===== config.mk =====
export PLATFORM = sky130hd
export DESIGN_NAME = if_fetch_unit
export DESIGN_NICKNAME = d
export VERILOG_FILES = /design/src/rtl/if_fetch_unit_pkg.sv /design/src/rtl/if_fetch_queue.sv /design/src/rtl/if_fetch_unit.sv
export SDC_FILE = /design/constraint.sdc
export NUM_CORES = 1
export LEC_CHECK = 0
export BUFFER_PORTS_ARGS = -buffer_cell sky130_fd_sc_hd__buf_4
export CAP_MARGIN = 15
export CORE_MARGIN = 2
export CORE_UTILIZATION = 50
export CTS_CLUSTER_SIZE = 40
export DETAILED_ROUTE_END_ITERATION = 7
export HOLD_SLACK_MARGIN = 0.15
export PLACE_DENSITY_LB_ADDON = 0.12
export SYNTH_ARGS = -nofsm -noshare
export SYNTH_HDL_FRONTEND = slang
export SYNTH_SLANG_ARGS = --single-unit
export TNS_END_PERCENT = 1

===== constraint.sdc =====
create_clock -name clk -period 7.2 [get_ports clk]
set_clock_uncertainty 0.1 [all_clocks]
set_input_delay 0 -clock clk [delete_from_list [all_inputs] [get_ports clk]]
set_output_delay 0 -clock clk [all_outputs]
set_load 0.02 [all_outputs]

===== src/rtl/if_fetch_unit_pkg.sv =====
// if_fetch_unit_pkg: shared constants and types for the instruction-fetch stage
package if_fetch_unit_pkg;
   localparam logic [31:0] NOP          = 32'h0000_0013;
   localparam logic [31:0] RESET_PC_DEF = 32'h0000_0000;
   typedef enum logic {IDLE, WAIT} state_t;
   typedef struct packed {
      logic [31:0] inst;
      logic [31:0] pc;
   } entry_t;
endpackage


===== src/rtl/if_fetch_queue.sv =====
// if_fetch_queue: QDEPTH-entry FIFO of {inst, pc} with sync clear, push/pop, count and head
module if_fetch_queue #(
   parameter int QDEPTH = 2,
   localparam int AW = $clog2(QDEPTH),
   localparam int CW = AW + 1
) (
   input  logic          clk,
   input  logic          rst,
   input  logic          clr_i,
   input  logic          push_i,
   input  logic          pop_i,
   input  logic [63:0]   din_i,
   output logic [CW-1:0] count_o,
   output logic [63:0]   head_o
);
   logic [63:0]   mem_q [QDEPTH];
   logic [AW-1:0] rd_q, wr_q;
   logic [CW-1:0] cnt_q;
   logic          do_pop;
   assign do_pop  = pop_i && cnt_q != '0;
   assign count_o = cnt_q;
   assign head_o  = mem_q[rd_q];
   // Pointer and occupancy bookkeeping; clear wins over push and pop.
   always_ff @(posedge clk or negedge rst) begin
      if (!rst) begin
         rd_q  <= '0;
         wr_q  <= '0;
         cnt_q <= '0;
      end else if (clr_i) begin
         rd_q  <= '0;
         wr_q  <= '0;
         cnt_q <= '0;
      end else begin
         if (push_i) wr_q <= wr_q + AW'(1);
         if (do_pop) rd_q <= rd_q + AW'(1);
         cnt_q <= cnt_q + CW'(push_i) - CW'(do_pop);
      end
   end
   // Entry storage; no reset needed since count gates visibility.
   always_ff @(posedge clk) begin
      if (push_i && !clr_i) mem_q[wr_q] <= din_i;
   end
endmodule


===== src/rtl/if_fetch_unit.sv =====
// if_fetch_unit: fetch PC, single-outstanding imem req/gnt/rvalid, instruction queue to decode, redirect flush (optional IF_MISALIGN_CHECK_EN)
module if_fetch_unit
   import if_fetch_unit_pkg::*;
#(
   parameter logic [31:0] RESET_PC = RESET_PC_DEF,
   parameter int          QDEPTH   = 2
) (
   input  logic        clk,
   input  logic        rst,
   output logic        imem_req,
   output logic [31:0] imem_addr,
   input  logic        imem_gnt,
   input  logic        imem_rvalid,
   input  logic [31:0] imem_rdata,
   input  logic        redirect,
   input  logic [31:0] redirect_pc,
   output logic        id_valid,
   input  logic        id_ready,
   output logic [31:0] id_inst,
   output logic [31:0] id_pc,
   output logic        fetch_misalign
);
   localparam int CW = $clog2(QDEPTH) + 1;
   state_t        state_q, state_d;
   logic [31:0]   fetch_pc_q, fetch_pc_d, req_pc_q, last_pc_q, tgt_pc;
   logic          epoch_q, tag_q, mis_q, mis_redir;
   logic          fire, resp, push;
   logic [CW-1:0] count;
   logic [63:0]   head;
   logic [CW:0]   inflight;
`ifdef IF_MISALIGN_CHECK_EN
   assign mis_redir      = redirect_pc[1:0] != 2'b00;
   assign tgt_pc         = redirect_pc;
   assign fetch_misalign = mis_q;
`else
   assign mis_redir      = 1'b0;
   assign tgt_pc         = redirect_pc & ~32'h3;
   assign fetch_misalign = 1'b0;
`endif
   assign inflight  = {1'b0, count} + (CW+1)'(state_q == WAIT);
   assign imem_req  = rst && !redirect && !mis_q && inflight < (CW+1)'(QDEPTH);
   assign imem_addr = fetch_pc_q;
   assign id_valid  = count != '0;
   assign id_inst   = id_valid ? head[63:32] : NOP;
   assign id_pc     = id_valid ? head[31:0] : last_pc_q;
   // Handshake decode: a response is kept only if its tag matches the live epoch and no redirect flushes it.
   always_comb begin
      fire       = imem_req && imem_gnt;
      resp       = state_q == WAIT && imem_rvalid;
      push       = resp && tag_q == epoch_q && !redirect;
      state_d    = fire ? WAIT : resp ? IDLE : state_q;
      fetch_pc_d = redirect ? tgt_pc : fire ? fetch_pc_q + 32'd4 : fetch_pc_q;
   end
   // Fetch state; a redirect re-tags any in-flight request with the retiring epoch so even back-to-back redirects keep it stale.
   always_ff @(posedge clk or negedge rst) begin
      if (!rst) begin
         state_q    <= IDLE;
         fetch_pc_q <= RESET_PC;
         req_pc_q   <= RESET_PC;
         last_pc_q  <= RESET_PC;
         epoch_q    <= 1'b0;
         tag_q      <= 1'b0;
         mis_q      <= 1'b0;
      end else begin
         state_q    <= state_d;
         fetch_pc_q <= fetch_pc_d;
         epoch_q    <= epoch_q ^ redirect;
         if (fire) req_pc_q <= fetch_pc_q;
         if (fire || redirect) tag_q <= epoch_q;
         if (redirect) mis_q <= mis_redir;
         if (id_valid) last_pc_q <= head[31:0];
      end
   end
   if_fetch_queue #(.QDEPTH(QDEPTH)) u_queue (
      .clk     (clk),
      .rst     (rst),
      .clr_i   (redirect),
      .push_i  (push),
      .pop_i   (id_valid && id_ready),
      .din_i   ({imem_rdata, req_pc_q}),
      .count_o (count),
      .head_o  (head)
   );
endmodule


Word-level counts from Yosys, hierarchy flattened:

Memories as Yosys holds them, arrays and structs flattened.
Index checks and enable logic that the tools add are counted.

* flip-flop bits (word level): 103
* RAM bits: 128
* logic and storage cells: 48
* memories: 1

* add/sub/neg operators: 6
* magnitude comparators: 1
* equality and inequality tests: 1
* multiplexer cells: 13
* bitwise gates (word level): 1
* reduce and logical (&&, ||, !) cells: 16

Memories
* u_queue.mem_q: depth 2, bits a word 64, read ports 1, clocked after Yosys merged registers in 0, wr ports 1, line if_fetch_queue.sv:16 `logic [63:0] mem_q [QDEPTH];`

Operators with widths (count)
* $mux W32: 4
* $add A32 B3 Y32 const B: 1
* $reduce_bool A2 Y1: 5
* $logic_and A1 B1 Y1: 9
* $mux W1: 8
* $add A2 B1 Y3: 1
* $lt A3 B2 Y1 const B: 1
* $add A1 B1 Y1 const B: 2
* $add A2 B1 Y2: 1
* $mux W2: 1
* $sub A2 B1 Y2: 1
* $eq A1 B1 Y1: 1
* $logic_not A1 Y1: 1
* $logic_or A1 B1 Y1: 1
* $xor A1 B1 Y1: 1

Depth between registers and ports, before layout:

* depth after elaboration: 6
* depth in mapped cells: 9

By module:

Synthesis repeated with hierarchy kept, for this count alone.

* cell total of the unflattened synthesis: 674
* area, all modules: 9360.2 sq um

Modules (own cells, without submodules)
* if_fetch_queue: times used 1, cells each 218, area each 4853.4 sq um
* if_fetch_unit: times used 1, cells each 456, area each 4506.8 sq um

Least setup slack after synthesis:

Ideal clock, no wire load.

* path type: register -> register
* from: register epoch_q
* to: memory u_queue.mem_q[0][10] (enable)
* arrival time: 3.649 ns
* data required time: 6.610 ns
* setup slack: 2.962 ns
* cell stages (with the launch flop): 5
* buffers on the path: 0
* period minus slack after synthesis: 4.238 ns
* path through: dfrtp_1 -> xnor2_1 -> and3_1 -> and2_1 -> nor2b_1

* cells in the longest elaborated chain, start to end: 6

RTL lines
* start, declared: line if_fetch_unit.sv:26 `logic epoch_q, tag_q, mis_q, mis_redir;`
* start signal, assigned: line if_fetch_unit.sv:67 `epoch_q <= epoch_q ^ redirect;`
* $eq A1 B1 Y1: line if_fetch_unit.sv:50 `push = resp && tag_q == epoch_q && !redirect;`
* $logic_and A1 B1 Y1 (2 in a row): line if_fetch_unit.sv:50
* $logic_and A1 B1 Y1: line if_fetch_queue.sv:41 `if (push_i && !clr_i) mem_q[wr_q] <= din_i;`
* $mux W1: line if_fetch_queue.sv:41
* $mux W1 (not written as such): line if_fetch_queue.sv:41
* end, declared: line if_fetch_queue.sv:16

No other way between the ends.

Final worst setup path:

* from: input port rst
* to: register fetch_pc_q[4] (netlist: imem_addr[4])

* cells in the longest elaborated chain, start to end: 4

RTL lines
* start, declared: line if_fetch_unit.sv:9 `input logic rst,`
* $logic_and A1 B1 Y1 (2 in a row): line if_fetch_unit.sv:41 `assign imem_req = rst && !redirect && !mis_q && inflight < (CW+1)'(QDEPTH);`
* $logic_and A1 B1 Y1: line if_fetch_unit.sv:48 `fire = imem_req && imem_gnt;`
* $reduce_bool A2 Y1 (no line)
* end signal, assigned: line if_fetch_unit.sv:66 `fetch_pc_q <= fetch_pc_d;`
* end, declared: line if_fetch_unit.sv:25 `logic [31:0] fetch_pc_q, fetch_pc_d, req_pc_q, last_pc_q, tgt_pc;`

No other way between the ends.
A chain may end at the register's enable or synchronous reset.

==> results by group <==
Outcome
  • Outcome: complete, no violations

Setup path
  • Crit-path max FO: 33
  • Delay-heaviest family, CP: buffers and inverters
  • Worst Path Required: between 7 and 8 ns
  • Worst EP arrival: 3.55 ns
  • Worst path most repeated cell: dlygate4sd3_1
  • Critical setup path kind: in2reg
  • Worst path bufs/invs: 6
  • CP Launch Type: primary input
  • Endpoint class of the critical path: flip-flop
  • Worst path slowest cell: dlygate4sd3_1
  • Largest stage delay, worst path: 0.57 ns
  • Critical-path cell list: dlygate4sd3_1 -> dlygate4sd3_1 -> buf_4 -> nand3b_4 -> nor2_2 -> buf_4 -> a32oi_1 -> dlygate4sd3_1 -> nand2_1 -> dlygate4sd3_1

Routing
  • Total Wirelength: about 22 mm
  • Iter 0 DRT Violations: about 470
  • Routed vias: 6852
  • Vias per Instance: 5.400
  • Drt pass-1 iters: 5
  • Drc violations: 0
  • Per-cell routed wire length: approximately 17 um
  • Antenna Nets Post-Route: 0

Logic synthesis
  • Post-synthesis mux area share: 7.240%
  • Synth area leaders: edfxtp_1 41%, dfrtp_1 27%, mux2i_1 7.0%
  • Post-synthesis average cell area: 12.62 sq um
  • Post-Synth XOR/XNOR Area: 0.6694%
  • Simple-Gate Fraction of Synth Area: 14.07%
  • Fraction of registers with async set/reset: 44.39%
  • Top FF cell, synth: edfxtp_1
  • Post-synth EDFFs: 124
  • #FFs+latches synth: 223
  • Mapped Cells: between 700 and 800
  • Count of cell types in the netlist: 58
  • Area share of the largest cell type after synthesis: 40.66%
  • Main combinational cell family by area after synthesis: simple AND/OR/NAND/NOR gates
  • Syn. warnings: 0
  • Synth Area in Compound Gates: 6.790%
  • Mapped cell area: 9159 sq um
  • Sequential-to-total area share from yosys stat: 67.70%
  • Adder-Cell Fraction of Synth Area: 0.4098%
  • Post-synth top area cell: edfxtp_1

Timing
  • Final Hold Fails: 0
  • Minimum clock period: 3.207 ns
  • Fmax: between 300 and 400 MHz
  • Max-slew violation count: 0
  • Final worst-path cycle share: 44.54%
  • # setup viols final: 0
  • Worst rel slew slack: 23.53%
  • RSZ-0062 raised after global routing: false
  • Worst Tran Pin Value: 1.147 ns
  • Setup_tns: 0 ns

GRT
  • First-pass GRT wire length: 35.53 mm
  • Total gr overflow: 0
  • Antenna violations before repair: 0
  • Largest net degree at the start of global routing: 93
  • Vias in the first global route: 7089
  • GR Util All Layers: 22.40%

Final layout
  • N_diodes: 0
  • Non-Filler Instances: 1269
  • Syn-to-layout area delta: 39.49%
  • Layout cell share with drive strength beyond 1: a little over a fifth
  • Fin nets: roughly 1100

Place
  • Hpwl dp: roughly 12 mm
  • Placed cells: between 1000 and 1500
  • Number of buffers added on ports: 163
  • RePlAce Congestion: ~0.84

Clock tree
  • CTS Sinks: 223
  • CTS tree: done
  • Clock Latency Late Sink: ~0.50 ns
  • Worst-path clk slew: roughly 0.06 ns
  • Postcts setup bufs: 0
  • CTS root buf: clkbuf_16
  • Post-cts sizing count: 0
  • Clk buf depth: 3
  • CTS H-tree lvls: 1
  • CTS Buf Count: 24

Floorplan
  • Die Wd: 139.3 um
  • Standard-cell rows: 49
  • Ports: 169
  • Full die area: 19420 sq um
  • Vert. Die Dim: 139.3 um
  • Initial Util: 50.99%
  • Floorplan core area: about 18000 sq um

Power and ir drop
  • Power per cell area: 357.7 nW/um^2
  • Leakage power: 5.239 nW
  • VDD IR max: between 200 and 300 uV

Run
  • Max_cap viols: 0

Hold path
  • Hold Crit Class: in2reg
-- cell usage in the layout (no fill, tap or decap), drive strengths merged, types with 4 or more instances in the layout --
master	instances
edfxtp	124
and3	8
dfrtp	99
mux2i	64
o311ai	8
nor4	7
nor3	8
buf	170
nand4	14
clkbuf	26
nor2	38
nand3	22
a221o	5
and4	4
nor2b	6
a21o	5
o211ai	9
xnor2	5
or4	10
and2	8
clkinv	15
nand2	136
o21ai	45
inv	12
a22oi	9
dlygate4sd3	145
-- timing repair --
action,4_1_cts,5_1_grt
endpoints found under the hold margin,210,0
setup endpoints to repair,0,0
hold buffers,146,0
-- metal layers --
layer / vias up / global-route usage, % / part of all wire, %
met2: 300 / 37.46 / 48
met3: 43 / 4.233 / 6.9
li1: 3225 / - / -
met5: - / 0 / 0
met1: 3284 / 30.21 / 43
met4: 0 / 6.486 / 1.7
-- cells in the mapped netlist, types with 8 or more instances --
cell      number
dfrtp_1       99
nor2_1        38
mux2i_1       64
o21ai_0       45
and2_1         8
nand4_1       13
or4_1          9
clkbuf_1      23
o211ai_1       9
edfxtp_1     124
inv_1         12
a22oi_1        9
buf_1          8
nand3_1       22
nand2_1      136
nor3_1         8
-- area by class of cell --
cell class	instances	area, sq um
repair buffers	315	2753
well taps	229	286.5
fillers	1274	5187
multi-input cells	446	2703
clock buffers	26	629.4
flip-flops and latches	223	6205
inverters	12	45.04
clock inverters	18	155.1
-- through the flow --
stage	utilization (%)	setup slack, ns	area (sq um)	hold slack (ns)	total power [mW]
floorplan	-	2.962	9166	-0.3956	2.652
global placement	58.45	4.508	10500	-0.1356	3.257
detailed placement	58.45	4.426	10500	-0.1329	3.308
CTS	71.01	3.990	12760	0.1535	4.605
global route	71.12	3.840	12780	0.2416	4.807
finish	71.12	3.993	12780	0.1792	4.571
-- worst min-delay path: cells and delay by family --
kind                     cells  cell delay [ns]
XOR/XNOR                     2             0.21
adder cells (fa/ha/maj)      1             0.20
buffers and inverters        1             0.08
AND/OR/NAND/NOR              2             0.26
-- cells by family (layout without fill, tap and decap cells) --
| group | count (synthesis) | in the layout |
|---|---|---|
| AND/OR/NAND/NOR | 272 | 272 |
| adder cells (fa/ha/maj) | 3 | 3 |
| XOR/XNOR | 7 | 7 |
| AO/OA/AOI/OAI | 95 | 95 |
| multiplexers | 66 | 66 |
| flip-flops | 223 | 223 |
| other | 1 | 3 |
| buffers and inverters | 59 | 371 |
-- path summary, 6_finish.rpt --
check / depth (start not counted) / slack, ns / startpoint / endpoint
setup reg to reg: 7 / 4.13 / u_queue.count_o[1] / imem_addr[4]
min in group asynchronous: 4 / 0.50 / rst / imem_addr[23]
setup / recovery: 10 / 3.99 / rst / imem_addr[4]
hold reg to reg: 0 / 0.37 / req_pc_q[4] / u_queue.mem_q[0][4]
hold / removal: 6 / 0.18 / id_ready / u_queue.count_o[1]
max in group asynchronous: 4 / 5.46 / rst / u_queue.rd_q
-- state kept, by name, indices dropped and copies added, names as in the netlist --
name,cells
u_queue.wr_q,1
u_queue.mem_q,124
u_queue.rd_q,1
epoch_q,1
req_pc_q,30
imem_addr,30
tag_q,1
state_q,1
last_pc_q,32
u_queue.count_o,2
-- power breakdown --
group	internal [mW]	switching (mW)
sequential	1.60	0.211
clock	0.734	0.477
combinational	0.650	0.896
total	2.99	1.58
(Power assumes the default switching activity.)
